## config.mk

```make
export PLATFORM = sky130hd
export DESIGN_NAME = spatz_id_tracker
export DESIGN_NICKNAME = d
export VERILOG_FILES = /design/src/rtl/spatz_pkg.sv /design/src/rtl/fifo_v3.sv /design/src/rtl/lzc.sv /design/src/rtl/spatz_id_tracker.sv
export SDC_FILE = /design/constraint.sdc
export NUM_CORES = 1
export LEC_CHECK = 0
export BUFFER_PORTS_ARGS = -buffer_cell sky130_fd_sc_hd__clkbuf_2
export CAP_MARGIN = 20
export CORE_MARGIN = 2
export CORE_UTILIZATION = 40
export DETAILED_ROUTE_END_ITERATION = 10
export GPL_TIMING_DRIVEN = 1
export PLACE_DENSITY = 0.73
export SETUP_SLACK_MARGIN = 0.5
export SYNTH_ARGS = -nofsm -noshare
export SYNTH_HDL_FRONTEND = slang
export SYNTH_SLANG_ARGS = --single-unit
```

## constraint.sdc

```tcl
create_clock -name clk_i -period 5.1 [get_ports clk_i]
set_input_delay 1.53 -clock clk_i [delete_from_list [all_inputs] [get_ports clk_i]]
set_output_delay 1.53 -clock clk_i [all_outputs]
set_load 0.01 [all_outputs]
```

## src/rtl/spatz_pkg.sv

```systemverilog
// Shared Spatz types: instruction IDs, unit responses, execution units.
// Imported by the ID tracker and its testbench.
package spatz_pkg;

  localparam int unsigned NrParallelInstructions = 4;
  localparam int unsigned GPRWidth = 5;
  localparam int unsigned ELEN = 32;

  typedef logic [ELEN-1:0] elen_t;
  typedef logic [$clog2(NrParallelInstructions)-1:0] spatz_id_t;

  typedef enum logic [1:0] {
    CON,
    VFU,
    LSU,
    SLD
  } ex_unit_e;

  typedef struct packed {
    spatz_id_t           id;
    logic [GPRWidth-1:0] rd;
    logic                wb;
    elen_t               result;
  } vfu_rsp_t;

  typedef struct packed {
    spatz_id_t id;
    logic      exc;
  } vlsu_rsp_t;

  typedef struct packed {
    spatz_id_t id;
  } vsldu_rsp_t;

endpackage

```

## src/rtl/fifo_v3.sv

```systemverilog
// Circular FIFO, first-word output. Push is taken while full if a pop
// happens in the same cycle. Ports: push/pop, data in/out, full/empty.
module fifo_v3 #(
  parameter bit          FALL_THROUGH = 1'b0,
  parameter int unsigned DATA_WIDTH   = 32,
  parameter int unsigned DEPTH        = 2,
  localparam int unsigned AW = (DEPTH > 1) ? $clog2(DEPTH) : 1,
  localparam int unsigned CW = $clog2(DEPTH + 1)
) (
  input  logic                  clk_i,
  input  logic                  rst_ni,
  input  logic                  flush_i,
  output logic                  full_o,
  output logic                  empty_o,
  input  logic [DATA_WIDTH-1:0] data_i,
  input  logic                  push_i,
  output logic [DATA_WIDTH-1:0] data_o,
  input  logic                  pop_i
);

  logic [DATA_WIDTH-1:0] mem_q [DEPTH];
  logic [DATA_WIDTH-1:0] mem_d [DEPTH];
  logic [AW-1:0] rd_q, rd_d, wr_q, wr_d;
  logic [CW-1:0] cnt_q, cnt_d;
  logic          is_empty, bypass;
  logic          do_push, do_pop;

  assign is_empty = (cnt_q == '0);
  assign full_o   = (cnt_q == CW'(DEPTH));
  assign empty_o  = is_empty & ~(FALL_THROUGH & push_i);
  assign data_o   = (FALL_THROUGH && is_empty) ? data_i : mem_q[rd_q];

  // With fall-through, a push into an empty FIFO popped the same cycle
  // never lands in storage.
  assign bypass  = FALL_THROUGH & is_empty & push_i & pop_i;
  assign do_push = push_i & (~full_o | pop_i) & ~bypass;
  assign do_pop  = pop_i & ~is_empty;

  always_comb begin
    mem_d = mem_q;
    rd_d  = rd_q;
    wr_d  = wr_q;
    cnt_d = cnt_q;
    if (do_push) begin
      mem_d[wr_q] = data_i;
      wr_d = (wr_q == AW'(DEPTH - 1)) ? '0 : wr_q + 1'b1;
    end
    if (do_pop) begin
      rd_d = (rd_q == AW'(DEPTH - 1)) ? '0 : rd_q + 1'b1;
    end
    if (do_push && !do_pop) begin
      cnt_d = cnt_q + 1'b1;
    end else if (!do_push && do_pop) begin
      cnt_d = cnt_q - 1'b1;
    end
  end

  always_ff @(posedge clk_i) begin
    if (!rst_ni || flush_i) begin
      rd_q  <= '0;
      wr_q  <= '0;
      cnt_q <= '0;
      for (int i = 0; i < int'(DEPTH); i++) begin
        mem_q[i] <= '0;
      end
    end else begin
      rd_q  <= rd_d;
      wr_q  <= wr_d;
      cnt_q <= cnt_d;
      mem_q <= mem_d;
    end
  end

endmodule

```

## src/rtl/lzc.sv

```systemverilog
// Leading/trailing zero counter. MODE=0 gives the index of the lowest
// set bit of in_i; MODE=1 the number of leading zeros. empty_o: in_i==0.
module lzc #(
  parameter int unsigned WIDTH = 2,
  parameter bit          MODE  = 1'b0,
  localparam int unsigned CntW = (WIDTH > 1) ? $clog2(WIDTH) : 1
) (
  input  logic [WIDTH-1:0] in_i,
  output logic [CntW-1:0]  cnt_o,
  output logic             empty_o
);

  always_comb begin
    cnt_o = '0;
    for (int i = 0; i < int'(WIDTH); i++) begin
      int j;
      j = MODE ? i : int'(WIDTH) - 1 - i;
      if (in_i[j]) begin
        cnt_o = MODE ? CntW'(int'(WIDTH) - 1 - j) : CntW'(j);
      end
    end
  end

  assign empty_o = ~|in_i;

endmodule

```

## src/rtl/spatz_id_tracker.sv

```systemverilog
// Allocates instruction IDs at issue, frees them on unit completion and
// buffers VFU scalar writebacks for the core. Ports: issue, VFU/VLSU/
// VSLDU completions, writeback handshake, outstanding/busy/err status.
module spatz_id_tracker
  import spatz_pkg::*;
#(
  parameter int unsigned NrIds   = NrParallelInstructions,
  parameter int unsigned WbDepth = 2,
  localparam int unsigned CntW   = $clog2(NrIds + 1),
  localparam int unsigned IdxW   = (NrIds > 1) ? $clog2(NrIds) : 1
) (
  input  logic                clk_i,
  input  logic                rst_ni,
  input  logic                issue_valid_i,
  input  ex_unit_e            issue_ex_unit_i,
  output logic                issue_ready_o,
  output spatz_id_t           issue_id_o,
  input  logic                vfu_rsp_valid_i,
  input  vfu_rsp_t            vfu_rsp_i,
  output logic                vfu_rsp_ready_o,
  input  logic                vlsu_rsp_valid_i,
  input  vlsu_rsp_t           vlsu_rsp_i,
  input  logic                vsldu_rsp_valid_i,
  input  vsldu_rsp_t          vsldu_rsp_i,
  output logic                wb_valid_o,
  input  logic                wb_ready_i,
  output logic [GPRWidth-1:0] wb_rd_o,
  output elen_t               wb_data_o,
  output logic [CntW-1:0]     outstanding_o,
  output logic                busy_o,
  output logic                err_o
);

  localparam int unsigned WbW = GPRWidth + ELEN;

  logic [NrIds-1:0] in_use_q, in_use_d;
  logic [CntW-1:0]  outst_q, outst_d;
  logic             err_q, err_d;

  logic [IdxW-1:0]  free_idx;
  logic             no_free;
  logic             is_con, alloc;
  logic             vfu_done;
  logic             wb_full, wb_empty;
  logic             wb_push, wb_pop;
  logic [WbW-1:0]   wb_head;

  // Exception flag is reported elsewhere; tracking ignores it.
  logic unused_exc;
  assign unused_exc = vlsu_rsp_i.exc;

  lzc #(
    .WIDTH(NrIds),
    .MODE (1'b0)
  ) i_lzc (
    .in_i   (~in_use_q),
    .cnt_o  (free_idx),
    .empty_o(no_free)
  );

  assign is_con        = (issue_ex_unit_i == CON);
  assign issue_ready_o = is_con | ~no_free;
  assign issue_id_o    = is_con ? '0 : spatz_id_t'(free_idx);
  assign alloc = issue_valid_i & issue_ready_o & ~is_con;

  // A full buffer still accepts when the head leaves this cycle.
  assign wb_pop          = ~wb_empty & wb_ready_i;
  assign vfu_rsp_ready_o = ~vfu_rsp_i.wb | ~wb_full | wb_pop;
  assign vfu_done = vfu_rsp_valid_i & vfu_rsp_ready_o;
  assign wb_push  = vfu_done & vfu_rsp_i.wb;

  fifo_v3 #(
    .FALL_THROUGH(1'b0),
    .DATA_WIDTH  (WbW),
    .DEPTH       (WbDepth)
  ) i_wb_fifo (
    .clk_i  (clk_i),
    .rst_ni (rst_ni),
    .flush_i(1'b0),
    .full_o (wb_full),
    .empty_o(wb_empty),
    .data_i ({vfu_rsp_i.rd, vfu_rsp_i.result}),
    .push_i (wb_push),
    .data_o (wb_head),
    .pop_i  (wb_pop)
  );

  assign wb_valid_o = ~wb_empty;
  assign wb_rd_o    = wb_head[WbW-1 -: GPRWidth];
  assign wb_data_o  = wb_head[ELEN-1:0];

  always_comb begin
    logic [NrIds-1:0] vfu_m, lsu_m, sld_m;
    logic [NrIds-1:0] all_m, dup, set;
    vfu_m = '0;
    lsu_m = '0;
    sld_m = '0;
    set   = '0;
    err_d = err_q;
    if (vfu_done) vfu_m[vfu_rsp_i.id] = 1'b1;
    if (vlsu_rsp_valid_i) lsu_m[vlsu_rsp_i.id] = 1'b1;
    if (vsldu_rsp_valid_i) sld_m[vsldu_rsp_i.id] = 1'b1;
    all_m = vfu_m | lsu_m | sld_m;
    dup = (vfu_m & lsu_m) | (vfu_m & sld_m) | (lsu_m & sld_m);
    // Stray or doubled completions flag an error; the bit ends clear.
    if (|((all_m & ~in_use_q) | dup)) err_d = 1'b1;
    if (alloc) set[free_idx] = 1'b1;
    in_use_d = (in_use_q & ~all_m) | set;
    outst_d = '0;
    for (int i = 0; i < int'(NrIds); i++) begin
      outst_d = outst_d + CntW'(in_use_d[i]);
    end
  end

  always_ff @(posedge clk_i) begin
    if (!rst_ni) begin
      in_use_q <= '0;
      outst_q  <= '0;
      err_q    <= 1'b0;
    end else begin
      in_use_q <= in_use_d;
      outst_q  <= outst_d;
      err_q    <= err_d;
    end
  end

  assign outstanding_o = outst_q;
  assign busy_o        = (outst_q != '0);
  assign err_o         = err_q;

endmodule
```

* Word-level counts from Yosys, hierarchy flattened
Cells that the tools add are included.
** Word-level totals
- Input bits :: 54
- Logic and storage cells :: 99
- Register bits :: 86
- Output and inout port bits :: 47
** Operators by class
- Magnitude comparators :: 11
- Reductions and logical operators :: 15
- $add $sub $neg :: 7
- Multiplexer cells :: 27
- Bitwise gates (word level) :: 30
- Equality and inequality tests :: 1
** Operators by type and width (count)
- two-way mux 37 bit :: 4
- bitwise mux 74 bit :: 1
- demux 37 bit (select 1 bit) :: 1
- bitwise OR 4 bit :: 6
- bitwise AND 4 bit :: 5
- two-way mux 4 bit :: 4
- two-way mux 2 bit :: 7
- < comparator 2 x 3 -> 1 bit (second input constant) :: 4
- demux 1 bit (select 2 bit) :: 4
- greater-or-equal comparator 2 x 1 -> 1 bit (second input constant) :: 4
- inverter 4 bit :: 2
- OR reduction 4 bit :: 2
- bitwise AND 1 bit :: 7
- logical AND 1 bit :: 7
- two-way mux 1 bit :: 6
- greater-or-equal comparator 2 bit (second input constant) :: 2
- logical NOT 2 bit :: 2
- inverter 1 bit :: 4
- inverter 1 -> 2 bit :: 2
- bitwise OR 1 bit :: 4
- adder 2 x 1 -> 3 bit :: 1
- adder 3 x 1 -> 3 bit :: 1
- nonzero test 3 bit :: 1
- adder 1 bit (second input constant) :: 2
- other kinds (7) :: 8

* Depth between registers and ports, before layout
- Depth after elaboration :: 14
- Depth in mapped cells :: 10
- Depth with buffers taken out :: 10

* By module
Synthesis repeated with hierarchy kept, for this count alone.
** Unflattened totals
- Cell total of the unflattened synthesis :: 439
- Area, all modules :: 4050.1 um^2
** By module, submodules not included
- fifo_v3 :: instances 1, area an instance 3414.5 um^2, sequential area each 1561.5 um^2, cells an instance 356
- spatz_id_tracker :: instances 1, area an instance 599.3 um^2, sequential area each 160.2 um^2, cells an instance 77
- lzc :: instances 1, area an instance 36.3 um^2, sequential area each 0.0 um^2, cells an instance 6

* Least setup slack after synthesis
Ideal clock, no wire load.
- Kind :: input-to-output
- From :: input port issue_ex_unit_i[1]
- To :: output port issue_id_o[1]
- Setup slack :: 1.580 ns
- Cell stages on the path :: 2
- Arrival :: 1.990 ns
- Data required time :: 3.570 ns
- Path buffers :: 0
- Path through :: o211a_1 a21boi_0
** On the way
- Cells in the longest elaborated chain, start to end :: 2
** Ends and longest elaborated chain
- start: declaration :: RTL line spatz_id_tracker.sv:15 : input ex_unit_e issue_ex_unit_i,
- logical NOT 2 bit :: RTL line spatz_id_tracker.sv:61 : assign is_con = (issue_ex_unit_i == CON);
- two-way mux 2 bit :: RTL line spatz_id_tracker.sv:63 : assign issue_id_o = is_con ? '0 : spatz_id_t'(free_idx);
- end: declaration :: RTL line spatz_id_tracker.sv:17 : output spatz_id_t issue_id_o,
No other way between the ends.

* Worst setup path after layout
- From :: input port wb_ready_i
- To :: output port vfu_rsp_ready_o
** On the way
- Cells in the longest elaborated chain, start to end :: 2
** Ends and longest elaborated chain
- start: declaration :: RTL line spatz_id_tracker.sv:26 : input logic wb_ready_i,
- bitwise AND 1 bit :: RTL line spatz_id_tracker.sv:67 : assign wb_pop = ~wb_empty & wb_ready_i;
- bitwise OR 1 bit :: RTL line spatz_id_tracker.sv:68 : assign vfu_rsp_ready_o = ~vfu_rsp_i.wb | ~wb_full | wb_pop;
- end: declaration :: RTL line spatz_id_tracker.sv:20 : output logic vfu_rsp_ready_o,
No other way between the ends.

==> flow_summary.yaml <==
job:
  drv_cap: 0
synthesis:
  synth_top_area_share_pct: 43.63
  synth_area_mm2: 0.003946
  ys_seq_area_share_pct: 43.63
  synth_cell_types: 46
  yosys.area.top_type: "dfxtp_1"
  synth-seq-cells: 86
  synthTopCellsByArea: "dfxtp_1, nand2_1, a21boi_0"
  syn_avg_cell_area_um2: 8.711
  synthFlopType: "dfxtp_1"
  synth_warnings: 0
  synth.most_common_cell: "nand2_1"
  async_reset_ff_share_pct: 0
  syn-num-nets: 511
  syn_inst: 453
  netlist_top_cells_count: "nand2_1, dfxtp_1, a21boi_0, mux2_2, clkbuf_1"
  synth_edf_count: 0
sta:
  report.final.slew_viol_count: 0
  relSlewSlack_pct: 33.73
  post-route-min-period_ns: 3.701
  finalWorstSetupSlack_ns: 1.399
  setup_viol: 0
  worstMarginPinSlew_ns: 0.9941
  finalHoldWorstSlack_ns: 0.4544
  rsz0062_at_grt: "no"
  skew_ns: 0.004280
  fin_crit_sh_pct: 72.58
  tns_ns: 0
  hold_viol_final: 0
  fmax_mhz: 270.2
cells_and_area:
  area_growth_pct: 18.26
  final_nets: 596
  seq_area_mm2: 0.001723
  layout-drive-gt1-share_pct: 29.47
  antenna_cells: 0
  final_cells: 676
  final_area_mm2: 0.004667
  multi_input_area_mm2: 0.002098
  nFillCells: 929
floorplanning:
  die_h_um: 103.3
  core_mm2: 0.009684
  num_io_pins: 101
  die_w_um: 103.3
  rows: 36
  die_area_mm2: 0.01068
  initial_core_util_pct: 40.75
routing:
  wl_per_cell_um: 13.38
  postRouteAntennaNets: 0
  dr_total_vias: 3341
  dr.pass1.iters: 4
  viasPerCell: 4.942
  wl_mm: 9.044
  drt_iter0_drc: 90
  drc: 0
clock_network:
  cts_hold_buf: 0
  ctsResizeCount: 0
  cts_htree_levels: 3
  ctsLongestPathBuffers: 2
  clk_latency_ns: 0.35
  cts_tree: "yes"
  cts_made_buffers: 9
  root_buffer: "clkbuf_8"
  post_cts_buffers: 0
  path_clk_slew_ns: 0.08
  cts.sinks: 86
worst_setup_path:
  r2r-start: "i_wb_fifo.cnt_q[0]"
  worstSetupStartpointType: "input port"
  worstSetupPathType: "input port to primary output"
  startpoint: "wb_ready_i"
  cp.arrival_ns: 2.17
  path_max_fanout: 4
  cp.required_ns: 3.57
  crit_path_end_kind: "primary output"
placement:
  dp.cells: 660
  numPortBuffers: 99
  gp_congestion: 0.8307
  place_worst_setup_slack_ns: 1.352
  hpwlAfterDp_mm: 5.851
  place_area_mm2: 0.004506
grt:
  grt_overflow: 0
  grt_pass1_vias: 3280
  track_usage_pct: 17.62
  grt_start_max_net_pins: 87
  antenna_found_initial: 0
  grt_pass1_wl_mm: 14.61
worst_hold_path:
  hp-class: "flip-flop to flip-flop"
  hp-start: "i_wb_fifo.mem_q[4]"
status:
  status: "finished, final reports clean"
pwr:
  p_per_area_mw_per_mm2: 322.1
  peakVddDrop_mv: 0.1538
  power_leakage_uw: 0.001891
critical path, stage by stage:
cell	delay, ns
clkbuf_2	0.09
and4bb_4	0.36
inv_2	0.07
clkbuf_2	0.12
area by class of cell:
cell class | count | area share, %
flip-flops and latches | 86 | 36.92
clock inverters | 1 | 0.1072
well taps | 133 | 3.566
inverters | 2 | 0.1609
multi-input cells | 338 | 44.96
repair buffers | 101 | 10.94
clock buffers | 15 | 3.351
where the power goes:
part / internal, µW / switching (µW)
Combinational: 158 / 143
Clock: 191 / 223
Sequential: 712 / 75.1
Total: 1060 / 442
sequential cells by signal, summed over array words and instances (netlist names):
signal and flops:
in_use_q 4, i_wb_fifo.rd_q 1, i_wb_fifo.cnt_q 2, i_wb_fifo.wr_q 1
i_wb_fifo.mem_q 74, outstanding_o 3, err_o 1
path summary, 6_finish.rpt:
kind / endpoint / slack [ns] / cells after the start
worst max-delay path: vfu_rsp_ready_o / 1.40 / 4
worst min-delay path: i_wb_fifo.mem_q[4] / 0.45 / 2
worst max register to register: outstanding_o[1] / 2.63 / 8
worst min register to register: i_wb_fifo.mem_q[4] / 0.45 / 2
kinds of logic (layout without fill, tap and decap cells):
| logic type | Yosys count | after routing | share of synthesized area, % |
|---|---|---|---|
| buffers and inverters | 29 | 119 | 3.393 |
| AOI/OAI and AO/OA | 97 | 97 | 18.64 |
| muxes | 37 | 37 | 10.56 |
| and+or+nand+nor | 195 | 195 | 21.18 |
| adders and majority gates | 5 | 5 | 1.712 |
| xor gates and xnor gates | 4 | 4 | 0.8879 |
| DFF | 86 | 86 | 43.63 |
per-stage QoR:
step	utilization (%)	total power (µW)
6_report	48.19	1503
5_1_grt	48.19	1584
4_1_cts	48.19	1524
3_5_place_dp	46.52	1109
3_3_place_gp	46.52	1096
2_1_floorplan	-	991.6
layout by cell type, fill, tap and decap left out, drive strengths merged, types with 2 or more instances in the layout:
| master | netlist | routed |
|---|---|---|
| a21boi | 78 | 78 |
| a21oi | 3 | 3 |
| a31oi | 2 | 2 |
| and2 | 9 | 9 |
| buf | 12 | 2 |
| clkbuf | 15 | 114 |
| dfxtp | 86 | 86 |
| ha | 3 | 3 |
| inv | 2 | 2 |
| mux2 | 37 | 37 |
| nand2 | 156 | 156 |
| nand2b | 2 | 2 |
| nand3 | 6 | 6 |
| nand3b | 3 | 3 |
| nor2 | 6 | 6 |
| o21ai | 5 | 5 |
| or3 | 3 | 3 |
| or3b | 2 | 2 |
| xnor2 | 3 | 3 |
metal layers:
| metal | track usage (%) | up-vias | part of all wire [%] |
|---|---|---|---|
| met5 | 0 | - | 0 |
| met4 | 7.895 | 0 | 1.8 |
| met3 | 3.226 | 14 | 3.9 |
| met2 | 31.82 | 71 | 48 |
| met1 | 20.23 | 1564 | 46 |
| li1 | - | 1692 | - |
(Power assumes the default switching activity.)
